--- src/rtl/isqrt_pkg.sv ---
// Shared types and width helpers for the bit-serial integer square root.
package isqrt_pkg;

  typedef enum logic [1:0] {IDLE, CALC, DONE} state_t;

  function automatic int clog2(input int v);
    int r;
    r = 0;
    for (int i = 0; i < 32; i++)
      if ((1 << r) < v) r = r + 1;
    return r;
  endfunction

  function automatic int root_w(input int w);
    return w / 2;
  endfunction

  function automatic int rem_w(input int w);
    return w / 2 + 1;
  endfunction

endpackage

--- src/rtl/isqrt_step.sv ---
// One restoring square-root iteration: brings down an operand bit pair and
// resolves one root bit.
module isqrt_step #(
  parameter int N = 16
) (
  input  logic [N+1:0] i_r,
  input  logic [N-1:0] i_q,
  input  logic [1:0]   i_pair,
  output logic [N+1:0] o_r,
  output logic [N-1:0] o_q
);

  logic [N+3:0] w_cat;
  logic [N+3:0] w_sub;
  logic [N+1:0] w_t;
  logic         w_ge;

  assign w_cat = {i_r, i_pair};
  assign w_sub = {2'b00, i_q, 2'b01};
  assign w_ge  = (w_cat >= w_sub);
  // The partial remainder stays <= 2q, so the narrow difference never wraps.
  assign w_t   = w_cat[N+1:0] - w_sub[N+1:0];
  assign o_r   = w_ge ? w_t : w_cat[N+1:0];
  assign o_q   = {i_q[N-2:0], w_ge};

endmodule

--- src/rtl/isqrt_iter.sv ---
// Bit-serial integer square root with valid/ready on both sides.
// Define ISQRT_REM_EN to export the floor remainder on port rem.
module isqrt_iter
  import isqrt_pkg::*;
#(
  parameter  int WIDTH = 32,
  parameter  int ROUND = 0,
  localparam int N     = root_w(WIDTH),
  localparam int KW    = clog2(N)
) (
  input  logic             clk,
  input  logic             rstn,
  input  logic             in_valid,
  output logic             in_ready,
  input  logic [WIDTH-1:0] xin,
  output logic             out_valid,
  input  logic             out_ready,
  output logic [N-1:0]     result,
  output logic             busy
`ifdef ISQRT_REM_EN
  ,
  output logic [N:0]       rem
`endif
);

  state_t           r_state;
  logic [WIDTH-1:0] r_x;
  logic [N+1:0]     r_rem;
  logic [N-1:0]     r_q;
  logic [KW-1:0]    r_k;
  logic [N-1:0]     r_result;
  logic             r_out_valid;
  logic             r_busy;
  logic             r_rdy_en;
`ifdef ISQRT_REM_EN
  logic [N:0]       r_rem_out;
`endif

  logic [N+1:0]     w_r;
  logic [N-1:0]     w_q;
  logic [N-1:0]     w_res;
  logic             w_accept;

  isqrt_step #(.N(N)) u_step (
    .i_r    (r_rem),
    .i_q    (r_q),
    .i_pair (r_x[WIDTH-1:WIDTH-2]),
    .o_r    (w_r),
    .o_q    (w_q)
  );

  // Round up when x > q^2 + q; an all-ones root cannot go higher.
  always_comb begin
    w_res = w_q;
    if ((ROUND != 0) && (w_r > {2'b00, w_q}) && (w_q != '1))
      w_res = w_q + N'(1);
  end

  // r_rdy_en keeps in_ready low during reset and until the first edge after it.
  assign in_ready  = r_rdy_en & ((r_state == IDLE) | ((r_state == DONE) & out_ready));
  assign w_accept  = in_valid & in_ready;
  assign out_valid = r_out_valid;
  assign busy      = r_busy;
  assign result    = r_result;
`ifdef ISQRT_REM_EN
  assign rem       = r_rem_out;
`endif

  always_ff @(posedge clk or negedge rstn) begin
    if (!rstn) begin
      r_state     <= IDLE;
      r_x         <= '0;
      r_rem       <= '0;
      r_q         <= '0;
      r_k         <= '0;
      r_result    <= '0;
      r_out_valid <= 1'b0;
      r_busy      <= 1'b0;
      r_rdy_en    <= 1'b0;
`ifdef ISQRT_REM_EN
      r_rem_out   <= '0;
`endif
    end else begin
      r_rdy_en <= 1'b1;
      if (w_accept) begin
        r_x         <= xin;
        r_rem       <= '0;
        r_q         <= '0;
        r_k         <= KW'(N - 1);
        r_state     <= CALC;
        r_busy      <= 1'b1;
        r_out_valid <= 1'b0;
      end else begin
        case (r_state)
          CALC: begin
            r_x   <= {r_x[WIDTH-3:0], 2'b00};
            r_rem <= w_r;
            r_q   <= w_q;
            r_k   <= r_k - KW'(1);
            if (r_k == '0) begin
              r_state     <= DONE;
              r_busy      <= 1'b0;
              r_out_valid <= 1'b1;
              r_result    <= w_res;
`ifdef ISQRT_REM_EN
              r_rem_out   <= w_r[N:0];
`endif
            end
          end
          DONE: begin
            if (out_ready) begin
              r_out_valid <= 1'b0;
              r_state     <= IDLE;
            end
          end
          default: ;
        endcase
      end
    end
  end

endmodule

--- config.mk ---
export PLATFORM = sky130hd
export DESIGN_NAME = isqrt_iter
export DESIGN_NICKNAME = d
export VERILOG_FILES = /design/src/rtl/isqrt_pkg.sv /design/src/rtl/isqrt_step.sv /design/src/rtl/isqrt_iter.sv
export SDC_FILE = /design/constraint.sdc
export NUM_CORES = 1
export LEC_CHECK = 0
export BUFFER_PORTS_ARGS = -buffer_cell sky130_fd_sc_hd__buf_2
export CAP_MARGIN = 15
export CORE_MARGIN = 2
export CORE_UTILIZATION = 64
export CTS_BUF_LIST = sky130_fd_sc_hd__clkbuf_4 sky130_fd_sc_hd__clkbuf_8
export DETAILED_ROUTE_END_ITERATION = 10
export PLACE_DENSITY = 0.95
export SYNTH_ARGS = -nofsm -noshare
export SYNTH_HDL_FRONTEND = slang
export SYNTH_HIERARCHICAL = 1
export SYNTH_SLANG_ARGS = --single-unit
--- constraint.sdc ---
create_clock -name clk -period 7.6 [get_ports clk]
set_clock_uncertainty 0.1 [all_clocks]
set_input_delay 0.38 -clock clk [delete_from_list [all_inputs] [get_ports clk]]
set_output_delay 0.38 -clock clk [all_outputs]
set_load 0.02 [all_outputs]
==> metrics.md <==
| Metric | Value |
|---|---|
| Fraction of registers with async set/reset | 100% |
| Slew Limit Fails | 0 |
| Clk root buf | clkbuf_8 |
| Worst EP arrival | approximately 3.4 ns |
| Initial Utilization | approximately 66% |
| Hold Fails Final Rpt | 0 |
| Worst hold slack | about 0.14 ns |
| Critical Path RT | ~7.7 ns |
| Setup crit end kind | flip-flop |
| #FFs+latches synth | 90 |
| Register Area | between 2000 and 2500 µm² |
| Area of the multi-input gates | roughly 2500 µm² |
| Critical path, cell by cell | inv_1, ha_1, a21oi_2, a21boi_0, a311oi_2, nor2_1, nor3_4, mux2_2, nand2_1, a21oi_1 |
| Rows | 32 |
| TritonCTS clock tree | built |
| Detailed-route vias per instance | ~6.2 |
| Core area | between 7000 and 8000 µm² |
| Final worst path period need | between 3 and 4 ns |
| Synth Area in XOR/XNOR | about 2.4% |
| Post-synthesis sequential area ratio | a little over two fifths |
| Syn Inst Count | roughly 520 |
| CTS resizes | 0 |
| Compound-cell area share of the yosys netlist | 16.5% |
| Synth unique cells | between 50 and 60 |
| CP max FO | 19 |
| Overflow after GRT | 0 |
| Number of flops mapped to enable cells by yosys | 0 |
| Max stage delay cell, worst path | nor3_4 |
| Largest net degree at the start of global routing | 91 |
| Total track usage | 27.9% |
| HP Class | in2reg |
| DIE AREA | ~9000 µm² |
| Syn nets | between 500 and 600 |
| Commonest cells after routing, fill and taps aside | dfrtp_1, nand2_1, buf_2 |
| Initial DRC Count | ~340 |
| Antenna cell count | 0 |
| Max-Cap Viols | 0 |
| Final Non-Filler Cells | between 600 and 700 |
| Vias in the first global route | around 4100 |
| FMAX | just over 300 MHz |
| Post-synthesis adder-cell area fraction | between 4 and 5% |
| Routability cong. | about 0.91 |
| Most common cell after layout, fill and taps aside | dfrtp_1 |
| Fillcell total | 488 |
| Placed cells | 633 |
| Die W | between 90 and 100 µm |
| Total number of vias | ~4100 |
| Layout area overhead | 6.85% |
| Max incr delay on CP | between 0.8 and 0.9 ns |
| Final period utilization | between 40 and 50% |
| Final setup fails | 0 |
| Largest family of logic cells by synthesized area | compound AO/OA/AOI/OAI gates |
| CTS max path bufs | 2 |
| H-Tree Depth | 3 |
| RSZ-0062 raised after global routing | no |
| Number of I/O port buffers | between 50 and 60 |
| TritonRoute pass-1 iters | 5 |
| Post-Synth Simple-Gate Area | around 15% |
| First-pass GRT wire length | roughly 19000 µm |
| Routed Antenna Nets | 0 |
| Number of buffers created by CTS | 9 |
| Setup TNS | 0 ns |
| Kind of critical path | reg2reg |
| Relative slew margins | between 20% and 30% |
| Post-Syn Area | slightly above 5000 µm² |
| Layout cells sized above 1 | a little over a fifth |
| Fin nets | between 500 and 600 |
| Clock sink count | 90 |
| DRC viols | 0 |
| Top FF cell, synth | dfrtp_1 |
| Fin util | approximately 71% |
| Die Ht | 94.0 µm |
| Initial antenna violation count | 0 |
| Status | complete, no violations |
| Routed WL | about 11000 µm |
| Worst-Skew Late Latency | between 0.3 and 0.4 ns |
| Syn Area/Cell | 9.92 µm² |
| Multiplexer share of the synthesized area | a little under a tenth |
| CP startpoint kind | flip-flop |
| Drt wl/cell | 17.6 µm |
| Measured slew at the worst slew-check pin | roughly 1.1 ns |
| Final HPWL DP | approximately 7500 µm |
| Reg clk slew, reported paths | approximately 0.09 ns |
| Synth warnings | 6 |
| Number of I/O pins | between 50 and 60 |
-- what timing repair did --
| item | CTS | global route |
|---|---|---|
| hold buffers | 0 | 1 |
| endpoints found under the setup margin | 0 | 0 |
| setup buffers | 0 | 0 |
| hold endpoints to repair | 0 | 31 |
-- metal layers --
| layer | GRT usage [%] | vias to the layer above | wire length [µm] |
|---|---|---|---|
| met2 | 45.7 | 179 | 5660 |
| met5 | 0 | - | 0 |
| met4 | 11.5 | 0 | 288 |
| met3 | 4.41 | 37 | 614 |
| li1 | - | 1846 | - |
| met1 | 37.3 | 1991 | 4890 |
-- per-stage QoR --
stage | setup slack [ns] | area [µm²]
finish | 4.33 | 5540
global route | 4.19 | 5540
CTS | 4.35 | 5510
detailed placement | 4.40 | 5290
global placement | 4.55 | 5290
floorplan | 5.03 | 5190
-- cells in the mapped netlist (4+ instances only) --
cell type  count  area, µm²
a21oi_1       47        235
a21oi_2        4       35.0
a221o_1       30        300
and2_1        31        194
and3_1         5       31.3
buf_2         12       60.1
buf_4         22        165
clkbuf_1       9       33.8
dfrtp_1       90       2250
ha_1          19        238
inv_1         29        109
mux2_2        17        191
mux2_4        15        225
mux2i_1        7       70.1
nand2_1       86        323
nand2b_1       4       25.0
nand3_1        6       30.0
nand4_1        4       25.0
nor2_1        14       52.6
nor3_1         4       20.0
o21a_1         5       37.5
o21ai_0        8       40.0
xnor2_1        8       70.1
xor2_1         6       52.6
-- cells by family (layout without fill, tap and decap cells) --
logic type / after synthesis / after routing
mux: 39 / 39
compound gates: 119 / 119
flops: 90 / 90
xor+xnor: 14 / 14
simple gates: 164 / 164
fa+ha+maj: 19 / 19
other cells: 1 / 1
buf+inv: 77 / 103
-- final cells by class --
cell class / instances / area share [%]
sequential: 90 / 40.6
timing repair buffer: 58 / 5.87
multi-input combinational: 356 / 45.3
clock inverter: 5 / 1.22
clock buffer: 11 / 2.73
tap: 102 / 2.30
inverter: 29 / 1.96
-- registers in the layout, summed over array words and instances, names as in the netlist --
name,cells
r_q,16
r_rdy_en,1
r_rem,18
r_x,32
result,16
r_state,1
busy,1
out_valid,1
r_k,4
-- critical path, delay by kind of cell, from the launching register on --
| family | cells | cell delay (ns) |
|---|---|---|
| flip-flops | 1 | 0.41 |
| AO/OA/AOI/OAI | 4 | 0.75 |
| AND/OR/NAND/NOR | 3 | 0.99 |
| buffers and inverters | 1 | 0.07 |
| adder cells (fa/ha/maj) | 1 | 0.36 |
| multiplexers | 1 | 0.44 |
-- final timing paths --
check	start	endpoint	slack [ns]	depth (start not counted)
max	r_q[12]$_DFFE_PN0P_	r_rem[4]$_DFFE_PN0P_	4.33	10
min	xin[4]	r_x[4]$_DFFE_PN0P_	0.14	2
max reg2reg	r_q[12]$_DFFE_PN0P_	r_rem[4]$_DFFE_PN0P_	4.33	10
min reg2reg	result[5]$_DFFE_PN0P_	result[5]$_DFFE_PN0P_	0.41	1
max in group asynchronous	rstn	r_rem[5]$_DFFE_PN0P_	6.34	3
min in group asynchronous	rstn	r_x[3]$_DFFE_PN0P_	0.41	2
Power is not shown: default switching activity piles up to over one toggle a cycle in this logic, so the estimate is an artifact.
